File: config.mk
export PLATFORM = sky130hd
export DESIGN_NAME = mbm_mult_scheduler
export DESIGN_NICKNAME = d
export VERILOG_FILES = /design/src/rtl/mbm_pkg.sv /design/src/rtl/mbm_rr_arbiter.sv /design/src/rtl/mbm_mult_scheduler.sv
export SDC_FILE = /design/constraint.sdc
export NUM_CORES = 1
export LEC_CHECK = 0
export CAP_MARGIN = 15
export CORE_ASPECT_RATIO = 1.25
export CORE_MARGIN = 2
export CORE_UTILIZATION = 49
export CTS_BUF_LIST = sky130_fd_sc_hd__clkbuf_8
export CTS_CLUSTER_SIZE = 8
export DETAILED_ROUTE_END_ITERATION = 16
export PLACE_DENSITY = 0.79
export SLEW_MARGIN = 15
export SYNTH_ARGS = -nofsm -noshare
export SYNTH_HDL_FRONTEND = slang
export SYNTH_SLANG_ARGS = --single-unit
File: constraint.sdc
create_clock -name clk -period 2.4 [get_ports clk]
set_input_delay 0.48 -clock clk [delete_from_list [all_inputs] [get_ports clk]]
set_output_delay 0.48 -clock clk [all_outputs]
set_load 0.03 [all_outputs]
File: src/rtl/mbm_pkg.sv
// Shared definitions for the MBM (Mitchell-based multiplier) shared-resource blocks.
package mbm_pkg;

    localparam int unsigned MBM_N = 8;
    localparam int unsigned MBM_L = 3;

    typedef enum logic [2:0] {
        IDLE  = 3'd0,
        LOD   = 3'd1,
        ADD   = 3'd2,
        SHIFT = 3'd3,
        DONE  = 3'd4
    } mbm_state_e;

    function automatic int unsigned clog2(input int unsigned v);
        int unsigned r;
        r = 0;
        while ((32'd1 << r) < v) begin
            r = r + 1;
        end
        return r;
    endfunction

endpackage

File: src/rtl/mbm_rr_arbiter.sv
// Combinational round-robin arbiter: grants the first request above ptr, wrapping to 0.
module mbm_rr_arbiter #(
    parameter int unsigned R  = 4,
    parameter int unsigned TW = 2
) (
    input  logic [R-1:0]  req,
    input  logic [TW-1:0] ptr,
    output logic [R-1:0]  grant,
    output logic [TW-1:0] idx
);

    logic found;

    always_comb begin
        grant = '0;
        idx   = '0;
        found = 1'b0;
        // Indices strictly above ptr first, then wrap around to 0..ptr.
        for (int i = 0; i < R; i++) begin
            if (!found && req[i] && (TW'(i) > ptr)) begin
                found    = 1'b1;
                grant[i] = 1'b1;
                idx      = TW'(i);
            end
        end
        for (int i = 0; i < R; i++) begin
            if (!found && req[i] && (TW'(i) <= ptr)) begin
                found    = 1'b1;
                grant[i] = 1'b1;
                idx      = TW'(i);
            end
        end
    end

endmodule

File: src/rtl/mbm_mult_scheduler.sv
// Shares one multi-cycle Mitchell log-multiplier among R requesters via round-robin
// arbitration; the result returns on a tagged valid/ready channel.
module mbm_mult_scheduler
    import mbm_pkg::*;
#(
    parameter int unsigned N  = MBM_N,
    parameter int unsigned L  = MBM_L,
    parameter int unsigned R  = 4,
    parameter int unsigned TW = clog2(R)
) (
    input  logic             clk,
    input  logic             rst,
    input  logic [R-1:0]     req_valid,
    input  logic [R*N-1:0]   req_a,
    input  logic [R*N-1:0]   req_b,
    output logic [R-1:0]     req_ready,
    output logic             res_valid,
    input  logic             res_ready,
    output logic [2*N-1:0]   res_product,
    output logic [TW-1:0]    res_tag,
    output logic [L:0]       res_char,
    output logic             res_zero,
    output logic             busy
);

    mbm_state_e    state;
    logic [TW-1:0] rr_ptr;
    logic [TW-1:0] tag_q;
    logic [R-1:0]  gnt;
    logic [TW-1:0] gnt_idx;
    logic [N-1:0]  sel_a, sel_b;
    logic [N-1:0]  a_q, b_q;
    logic [L-1:0]  k1_c, k2_c, k1_q, k2_q;
    logic [N-2:0]  x1_c, x2_c, x1_q, x2_q;
    logic          zero_q;
    logic [N-1:0]  s_c;
    logic [L:0]    char_c, char_q;
    logic [N-1:0]  m_q;
    logic [2*N-1:0] prod_c;

    function automatic logic [L-1:0] lod(input logic [N-1:0] v);
        logic [L-1:0] k;
        k = '0;
        for (int i = 0; i < N; i++) begin
            if (v[i]) begin
                k = L'(i);
            end
        end
        return k;
    endfunction

    mbm_rr_arbiter #(
        .R  (R),
        .TW (TW)
    ) u_arb (
        .req   (req_valid),
        .ptr   (rr_ptr),
        .grant (gnt),
        .idx   (gnt_idx)
    );

    assign req_ready = (state == IDLE) ? gnt : '0;
    assign busy      = (state != IDLE);

    always_comb begin
        sel_a = '0;
        sel_b = '0;
        for (int i = 0; i < R; i++) begin
            if (gnt[i]) begin
                sel_a = req_a[i*N +: N];
                sel_b = req_b[i*N +: N];
            end
        end
    end

    always_comb begin
        k1_c   = lod(a_q);
        k2_c   = lod(b_q);
        // Normalise so the leading one sits at bit N-1, then drop it.
        x1_c   = (N-1)'(a_q << (L'(N - 1) - k1_c));
        x2_c   = (N-1)'(b_q << (L'(N - 1) - k2_c));
        s_c    = {1'b0, x1_q} + {1'b0, x2_q};
        char_c = {1'b0, k1_q} + {1'b0, k2_q} + {{L{1'b0}}, s_c[N-1]};
        if (char_q >= (L+1)'(N - 1)) begin
            prod_c = (2*N)'(m_q) << (char_q - (L+1)'(N - 1));
        end else begin
            prod_c = (2*N)'(m_q) >> ((L+1)'(N - 1) - char_q);
        end
        if (zero_q) begin
            prod_c = '0;
        end
    end

    always_ff @(posedge clk or posedge rst) begin
        if (rst) begin
            state       <= IDLE;
            rr_ptr      <= TW'(R - 1);
            tag_q       <= '0;
            a_q         <= '0;
            b_q         <= '0;
            k1_q        <= '0;
            k2_q        <= '0;
            x1_q        <= '0;
            x2_q        <= '0;
            zero_q      <= 1'b0;
            char_q      <= '0;
            m_q         <= '0;
            res_valid   <= 1'b0;
            res_product <= '0;
            res_tag     <= '0;
            res_char    <= '0;
            res_zero    <= 1'b0;
        end else begin
            case (state)
                IDLE: begin
                    if (|req_valid) begin
                        a_q    <= sel_a;
                        b_q    <= sel_b;
                        tag_q  <= gnt_idx;
                        rr_ptr <= gnt_idx;
                        state  <= LOD;
                    end
                end
                LOD: begin
                    k1_q   <= k1_c;
                    k2_q   <= k2_c;
                    x1_q   <= x1_c;
                    x2_q   <= x2_c;
                    zero_q <= (a_q == '0) | (b_q == '0);
                    state  <= ADD;
                end
                ADD: begin
                    char_q <= char_c;
                    m_q    <= {1'b1, s_c[N-2:0]};
                    state  <= SHIFT;
                end
                SHIFT: begin
                    res_product <= prod_c;
                    res_char    <= char_q;
                    res_zero    <= zero_q;
                    res_tag     <= tag_q;
                    res_valid   <= 1'b1;
                    state       <= DONE;
                end
                DONE: begin
                    if (res_ready) begin
                        res_valid <= 1'b0;
                        state     <= IDLE;
                    end
                end
                default: state <= IDLE;
            endcase
        end
    end

endmodule

* Yosys cells after proc, flatten, opt, wreduce, memory -nomap -nowiden
Index checks and enable logic that the tools add are counted.
Operators by class: add/subtract/negate cells 7, order comparisons 9, eq/ne operators 6, shift-type cells 4, mux-type cells 51, bitwise gates (word level) 1, reduce and logical (&&, ||, !) cells 31
Operator list (number):
- 2-to-1 mux 8 bit | 8
- 2-to-1 mux 3 bit | 14
- 2-to-1 mux 16 bit | 2
- 2-to-1 mux 1 bit | 18
- zero test 8 bit | 2
- left shift 8 x 3 -> 7 bit | 2
- left shift 8 x 4 -> 16 bit | 1
- >> shifter 8 x 4 -> 16 bit | 1
- logical AND 1 bit | 15
- case mux 3 bit (5 select lines) | 1
- 2-to-1 mux 2 bit | 6
- adder 7 x 7 -> 8 bit | 1
- zero test 1 bit | 7
- == test 3 x 2 -> 1 bit, second input constant | 2
- AND reduction 2 bit | 3
- subtractor 3 bit, first input constant | 2
- adder 3 x 3 -> 4 bit | 1
- adder 4 x 1 -> 4 bit | 1
- greater-or-equal comparator 4 x 3 -> 1 bit, second input constant | 1
- > comparator 1 x 2 -> 1 bit, first input constant | 2
- > comparator 2 bit, first input constant | 2
- <= comparator 1 x 2 -> 1 bit, first input constant | 2
- <= comparator 2 bit, first input constant | 2
- 2-to-1 mux 4 bit | 1
- 12 further kinds | 12
Word-level totals: flip-flop bits (word level) 80, input port bits 71, output and inout bits 29, word-level logic and storage cells 126

* Longest topological paths before layout
Gate-level depths: netlist of run 1.
depth in word-level cells 32, depth in mapped cells 9, gate-level depth less buffers 9

* Modules after synthesis
From an unflattened synthesis of run 1, not the netlist that was laid out.
Second synthesis, totals: cells, all modules 597, area, all modules 5275.1 µm²
Modules (own cells, without submodules):
- mbm_mult_scheduler | instances 1, cells an instance 564, area each 5048.6 µm², sequential area each 2004.4 µm²
- mbm_rr_arbiter | instances 1, cells an instance 33, area each 226.5 µm², sequential area each 0.0 µm²

* Worst setup path after synthesis of run 1
Ideal clock, no wire load.
path type reg2reg, from reg x1_q[2], to reg char_q[1], library setup time 125 ps, data arrival time 2363 ps, data required time 2275 ps, path slack -88 ps, stages on the path, launching flop included 9, path buffers 0, clock period less this slack 2488 ps, path through dfrtp_1 > ha_1 > and2_1 > a22o_1 > o21ai_0 > a21oi_1 > fa_1 > fa_1 > mux2_2
Between the ends: cells in the longest elaborated chain, start to end 2
Ends and longest elaborated chain:
- start, declared | line mbm_mult_scheduler.sv:34 | logic [N-2:0] x1_c, x2_c, x1_q, x2_q;
- start signal, assigned | line mbm_mult_scheduler.sv:103 | x1_q <= '0;
- start signal, assigned | line mbm_mult_scheduler.sv:127 | x1_q <= x1_c;
- adder 7 x 7 -> 8 bit | line mbm_mult_scheduler.sv:82 | s_c = {1'b0, x1_q} + {1'b0, x2_q};
- adder 4 x 1 -> 4 bit | line mbm_mult_scheduler.sv:83 | char_c = {1'b0, k1_q} + {1'b0, k2_q} + {{L{1'b0}}, s_c[N-1]};
- net char_c[1] | line mbm_mult_scheduler.sv:37 | logic [L:0] char_c, char_q;
- end signal, assigned | line mbm_mult_scheduler.sv:133 | char_q <= char_c;
- end, declared | line mbm_mult_scheduler.sv:37
The timed path passes the listed nets, and every way through them passes these cells. A chain may end at the register's enable or synchronous reset.

* Worst setup path after layout of run 1
from reg x1_q[1], to reg char_q[1]
Same word-level chain as after synthesis.

==> results.toml, run 1 <==
[setup_path]
critPathKind = "reg -> reg"
critPathMostFrequentCell = "fa_2"
start_kind = "flip-flop"
reg2reg_from = "x1_q[1]"
crit_path_max_incr_delay_ns = 0.40
crit_fanout = 2
path_cells = "ha_1 > a21o_1 > a22o_1 > o21ai_2 > a21oi_2 > fa_2 > fa_2 > mux2_2"
critPathSlowestCell = "fa_2"
path_buf_inv = 0
end_kind = "flip-flop"
worstPathRequired_ns = 2.66
cp-startpoint = "x1_q[1]"
crit_family = "adder cells"
crit_arrival_ns = 2.68

[logic_synthesis]
yosysUniqueCellTypes = 73
synth_fp_nets = 642
ys_seq_area_share_pct = 39.1
synth_top_area_share_pct = 38.1
synth.avg_cell_area_um2 = 9.18
synthCells = 558
synth_edf_count = 0
ys_async_sr_fraction_pct = 100
synth.area.top_cells = "dfrtp_1, a21oi_1, nand2_1"
yosysWarnings = 0
netlist_area_mm2 = 0.00512
synthFlopType = "dfrtp_1"
synth_seq_cells = 80
synth_top_cell_by_area = "dfrtp_1"

[finish]
layout-area-overhead-vs-synth_pct = 27.1
insertedDiodeCount = 0
n_fill_cell = 845
finalNetCount = 735
layout_common_cells = "clkdlybuf4s50_1, dfrtp_1, nand2_1"
final_common_cell = "clkdlybuf4s50_1"
stdcell_count = 785
drive_above_1_share_pct = 14.6

[power_and_ir_drop]
pwr-share-clk_pct = 10.9
internal_power_mw = 5.07
power.leakage_nw = 2.75
powerDensity_mw_per_mm2 = 1490
pwr-share-comb_pct = 60.5
p_sw_share_pct = 47.7
switchingPower_mw = 4.63
peakVddDrop_uv = 677
sequentialPowerShare_pct = 28.6

[global_routing]
grt_pass1_wl_um = 22700
grt_max_degree = 34
gr-usage-all-layers_pct = 25.4
overflow = 0
antenna_found_initial = 0
first_global_vias = 4797

[timing]
fin_crit_sh_pct = 101
fin_ws_ns = -0.0145
clock_skew_ns = 0.0182
fin_crit_ns = 2.41
worst_slew_pin_slew_ns = 0.618
clock.fmax_mhz = 414
hold_viol = 0
grt_setup_unrepaired = "yes"
finalSetupViolCount = 1
relSlewSlack_pct = 58.5
slew_violations = 0

[route]
dr.pass1.iters = 5
wl_um = 13800
drtIter0Drc = 288
wire_per_inst_um = 17.6
antenna_left = 0
via_count = 4784
drc = 0
viasPerCell = 6.09

[status]
violations = "negative setup slack"
status = "finished, violations left"

[clocking]
cts_tree = "built"
cts-hold-fix-buffers = 0
cts_root_buf = "clkbuf_8"
clk_pin_slew_ns = 0.10
clk_path_buf_depth = 2
numClockSinks = 80
clock_latency_ns = 0.37
htree_levels = 3
cts_buffers = 9

[place]
hpwl_um = 10800
port_buffers = 99
dp_slack_ns = -0.100
dp.cells = 768
place_congestion = 0.959

[worst_hold_path]
worst_hold_path_type = "in -> async"

[die]
die_area_mm2 = 0.0113
row_count = 41
die_x_um = 95.5
io_pins = 100
initial_core_util_pct = 50.5
die_h_um = 118
coreArea_mm2 = 0.0102

[run]
timing.max_cap.violations = 0
==> state kept, by name, summed over array words and instances (netlist names), 2 cells and up <==
signal / count
a_q: 8
b_q: 8
char_q: 4
k1_q: 3
k2_q: 3
m_q: 8
res_char: 4
res_product: 16
res_tag: 2
rr_ptr: 2
state: 3
tag_q: 2
x1_q: 7
x2_q: 7
==> worst paths after layout <==
kind	end	slack [ns]	cells past startpoint
min	tag_q[1]	0.47	2
min in group clk	tag_q[0]	0.48	1
max reg2reg	char_q[1]	-0.01	8
max	char_q[1]	-0.01	8
max in group asynchronous	x2_q[4]	1.39	3
min reg2reg	tag_q[0]	0.48	1
==> metal layers <==
metal / vias up / track usage, % / wire [um]
li1: 2256 / - / -
met1: 2270 / 28.1 / 5180
met2: 208 / 43.9 / 7050
met3: 50 / 4.91 / 714
met4: 0 / 15.4 / 846
met5: - / 0 / 0
==> power groups by stage <==
stage               logic [mW]  clock network, mW  registers [mW]
finish                    5.87               1.06            2.77
global route              6.47               1.13            2.87
CTS                       5.78               1.08            2.76
detailed placement        5.71                  0            2.79
global placement          5.54                  0            2.73
floorplan                 4.18                  0            2.72
==> through the flow <==
stage / utilization (%) / hold slack (ns) / power (mW) / setup TNS (ns) / cell area, um2
global route: 64.1 / 0.512 / 10.5 / -0.156 / 6510
CTS: 63.8 / 0.476 / 9.63 / -0.0171 / 6480
floorplan: - / 0.443 / 6.89 / 0 / 5160
finish: 64.1 / 0.471 / 9.71 / -0.0145 / 6510
global placement: 61.7 / 0.456 / 8.27 / -0.0747 / 6260
detailed placement: 61.7 / 0.463 / 8.49 / -0.185 / 6260
==> worst register-to-register path, delay by kind of cell, from the launching register on <==
family / cells / cell delay [ns]
AOI/OAI and AO/OA: 4 / 0.61
adders and majority gates: 3 / 1.06
DFF: 1 / 0.39
muxes: 1 / 0.26
==> timing repair <==
item,4_1_cts,5_1_grt
pin swaps,1,0
gates resized for setup,5,8
setup endpoints to repair,3,6
buffers inserted,1,0
==> cells by family (layout without fill, tap and decap cells) <==
group | count (synthesis) | after routing | synth area share, %
fa+ha+maj | 13 | 13 | 3.61
simple gates | 171 | 171 | 16.5
mux | 37 | 37 | 7.67
flops | 80 | 80 | 39.1
buf+inv | 60 | 158 | 6.20
xor+xnor | 4 | 4 | 0.684
compound gates | 193 | 193 | 26.2
==> area by class of cell <==
cell class / count / area [um2] / area share (%)
inverters: 17 / 67.6 / 1.04
flip-flops and latches: 80 / 2000 / 30.8
repair buffers: 125 / 1200 / 18.5
clock inverters: 7 / 82.6 / 1.27
multi-input cells: 418 / 2870 / 44.1
clock buffers: 9 / 124 / 1.90
well taps: 129 / 161 / 2.48
==> cell usage after synthesis (3+ instances only) <==
cell	n
o211ai_1	6
nor3_1	9
o221ai_1	11
or3_1	3
nand2_1	67
ha_1	10
o21ai_0	30
buf_6	7
inv_1	17
mux2_2	18
a22oi_1	10
nor4_1	3
o31ai_1	8
o22ai_1	7
xnor2_1	3
nor2_1	37
o21a_1	7
o21ai_1	3
dfrtp_1	78
buf_2	16
nand4_1	5
clkbuf_1	16
mux2i_1	19
nand2b_1	9
a21o_1	9
and2_1	4
nor2b_1	11
a222oi_1	16
nand3_1	6
a21oi_1	51
a31oi_1	6
fa_1	3
No activity file was read; power rests on OpenSTA's default activity.
==> run 2, diff against run 1 <==
--- a/config.mk
+++ b/config.mk
@@ -16,4 +16,5 @@
 export SLEW_MARGIN = 15
 export SYNTH_ARGS = -nofsm -noshare
 export SYNTH_HDL_FRONTEND = slang
+export SYNTH_HIERARCHICAL = 1
 export SYNTH_SLANG_ARGS = --single-unit
==> run 2 against run 1 <==
  * The flow still finishes with violations (negative setup slack)
  * Register-to-register slack lost 0.05 ns
  * Die area grew 2.8%
  * Fmax down 2.0%
  * Sequential share of layout area is 1.5 points lower
  * Synthesized cell count grew 7.0%
  * Cell count rose by 6.9%
  * Global-route usage shrank 3.3 points
  * Wire length down 5.8%
  * Critical endpoint unchanged
  * Largest cell class unchanged
  * Largest power group unchanged
==> results.toml, run 2 <==
[die]
die_h_um = 120
die_area_mm2 = 0.0116
io_pins = 100
die_x_um = 96.8
coreArea_mm2 = 0.0106
row_count = 42
initial_core_util_pct = 49.9

[setup_path]
r2r_cells = 8
path_cells = "ha_4 > inv_1 > o31ai_4 > o21ai_2 > a21oi_2 > fa_2 > fa_1 > mux2_2"
cp-startpoint = "x1_q[3]"
crit_arrival_ns = 2.70
worstPathRequired_ns = 2.64
start_kind = "flip-flop"
crit_fanout = 4
ff2ff_setup_slack_ns = -0.06
crit_path_max_incr_delay_ns = 0.43
critPathKind = "reg -> reg"
r2r_end = "char_q[1]"
endpoint = "char_q[1]"
reg2reg_from = "x1_q[3]"
end_kind = "flip-flop"
critPathSlowestCell = "dfrtp_1"

[route]
wl_um = 13000
antenna_left = 0
dr.pass1.iters = 5
wire_per_inst_um = 15.5
drc = 0
via_count = 4929
viasPerCell = 5.87
drtIter0Drc = 194

[global_routing]
overflow = 0
grt_pass1_wl_um = 21500
first_global_vias = 4780
gr-usage-all-layers_pct = 22.1
antenna_found_initial = 0
grt_max_degree = 33

[status]
status = "finished, violations left"
violations = "negative setup slack"

[finish]
regMostFlops = "res_product"
finalNetCount = 786
insertedDiodeCount = 0
fin_util_pct = 64.8
stdcell_count = 839
n_fill_cell = 853
postLayoutCellArea_mm2 = 0.00685
drive_above_1_share_pct = 15.6
multi_input_area_mm2 = 0.00307
largest_reg_flops = 16
layout_common_cells = "clkdlybuf4s50_1, dfrtp_1, nand2_1"
layout-area-overhead-vs-synth_pct = 29.8
final_common_cell = "clkdlybuf4s50_1"
register_area_mm2 = 0.00200

[place]
hpwl_um = 9740
postPlaceCellArea_mm2 = 0.00647
place_congestion = 0.918
dp.cells = 818
port_buffers = 99
dp_slack_ns = -0.525

[clocking]
cts_tree = "built"
cts_buffers = 9
cts-hold-fix-buffers = 0
clk_path_buf_depth = 2
clock_latency_ns = 0.35
clk_pin_slew_ns = 0.08
cts_root_buf = "clkbuf_8"
numClockSinks = 80
htree_levels = 3

[timing]
fin_tns_setup_ns = -0.0643
hold_viol = 0
whs_ns = 0.454
fin_crit_sh_pct = 103
clock.fmax_mhz = 406
finalSetupViolCount = 1
fin_ws_ns = -0.0643
grt_setup_unrepaired = "yes"
worst_slew_pin_slew_ns = 0.724
clock_skew_ns = 0.00737
relSlewSlack_pct = 51.3
fin_crit_ns = 2.46
slew_violations = 0

[logic_synthesis]
synthTopCellsByCount = "dfrtp_1, a21oi_1, nand2_1"
yosysUniqueCellTypes = 73
ys_async_sr_fraction_pct = 100
synth_seq_cells = 80
ys_seq_area_share_pct = 38.0
synth.area.top_cells = "dfrtp_1, a21oi_1, nand2_1"
synth_fp_nets = 681
yosysWarnings = 6
synth.most_common_cell = "dfrtp_1"
synthCells = 597
netlist_area_mm2 = 0.00528
synth_edf_count = 0
synth_top_cell_by_area = "dfrtp_1"
synth_top_area_share_pct = 37.0
synthFlopType = "dfrtp_1"
synth.avg_cell_area_um2 = 8.84

[run]
timing.max_cap.violations = 0

[power_and_ir_drop]
power.leakage_nw = 2.90
power_mw = 10.0
peakVddDrop_uv = 663
powerDensity_mw_per_mm2 = 1460

[worst_hold_path]
worst_hold_path_type = "in -> async"
==> run 2: worst min path at each step <==
stage | end | slack (ns) | depth (start not counted)
3_3_place_gp | res_product[1] | 0.45 | 2
6_report | state[2] | 0.45 | 2
5_1_grt | tag_q[1] | 0.48 | 2
3_5_place_dp | res_product[2] | 0.46 | 2
4_1_cts | res_tag[1] | 0.45 | 2
2_1_floorplan | x2_q[0] | 0.44 | 2
==> run 2: repair_timing <==
action / CTS / global route
setup endpoints to repair: 20 / 21
gates resized for setup: 8 / 16
pin swaps: 0 / 9
buffers inserted: 1 / 4
endpoints found under the hold margin: 0 / 0
==> run 2: routing by layer <==
metal / routed length (um) / vias to the layer above / global-route usage [%]
met5: 0 / - / 0
met4: 393 / 0 / 10.0
met3: 669 / 39 / 4.54
met2: 6790 / 183 / 40.8
met1: 5130 / 2331 / 24.4
li1: - / 2376 / -
==> run 2: critical path: cells and delay by family (launching register included) <==
family | cells | cell delay [ns]
adders and majority gates | 3 | 0.99
AOI/OAI and AO/OA | 3 | 0.57
muxes | 1 | 0.28
DFF | 1 | 0.43
buffers and inverters | 1 | 0.07
==> run 2: area by class of cell <==
type	instances	share of cell area [%]
multi-input combinational	452	44.9
clock inverter	6	1.22
clock buffer	10	2.01
inverter	20	1.15
tap	132	2.41
sequential	80	29.3
timing repair buffer	139	19.1
==> run 2: report_power, final <==
| part | internal (mW) | total (mW) | switching, mW |
|---|---|---|---|
| Clock | 0.608 | 1.09 | 0.478 |
| Sequential | 2.01 | 2.85 | 0.840 |
| Combinational | 2.83 | 6.10 | 3.27 |
| Total | 5.44 | 10.0 | 4.59 |
==> run 2: kinds of logic (layout without fill, tap and decap cells) <==
kind of cell	Yosys count	after routing	share of synthesized area, %
xor gates and xnor gates	7	7	1.16
and+or+nand+nor	202	202	19.3
muxes	34	34	7.83
AOI/OAI and AO/OA	196	196	24.3
DFF	80	80	38.0
adders and majority gates	13	13	3.51
buffers and inverters	65	175	5.88
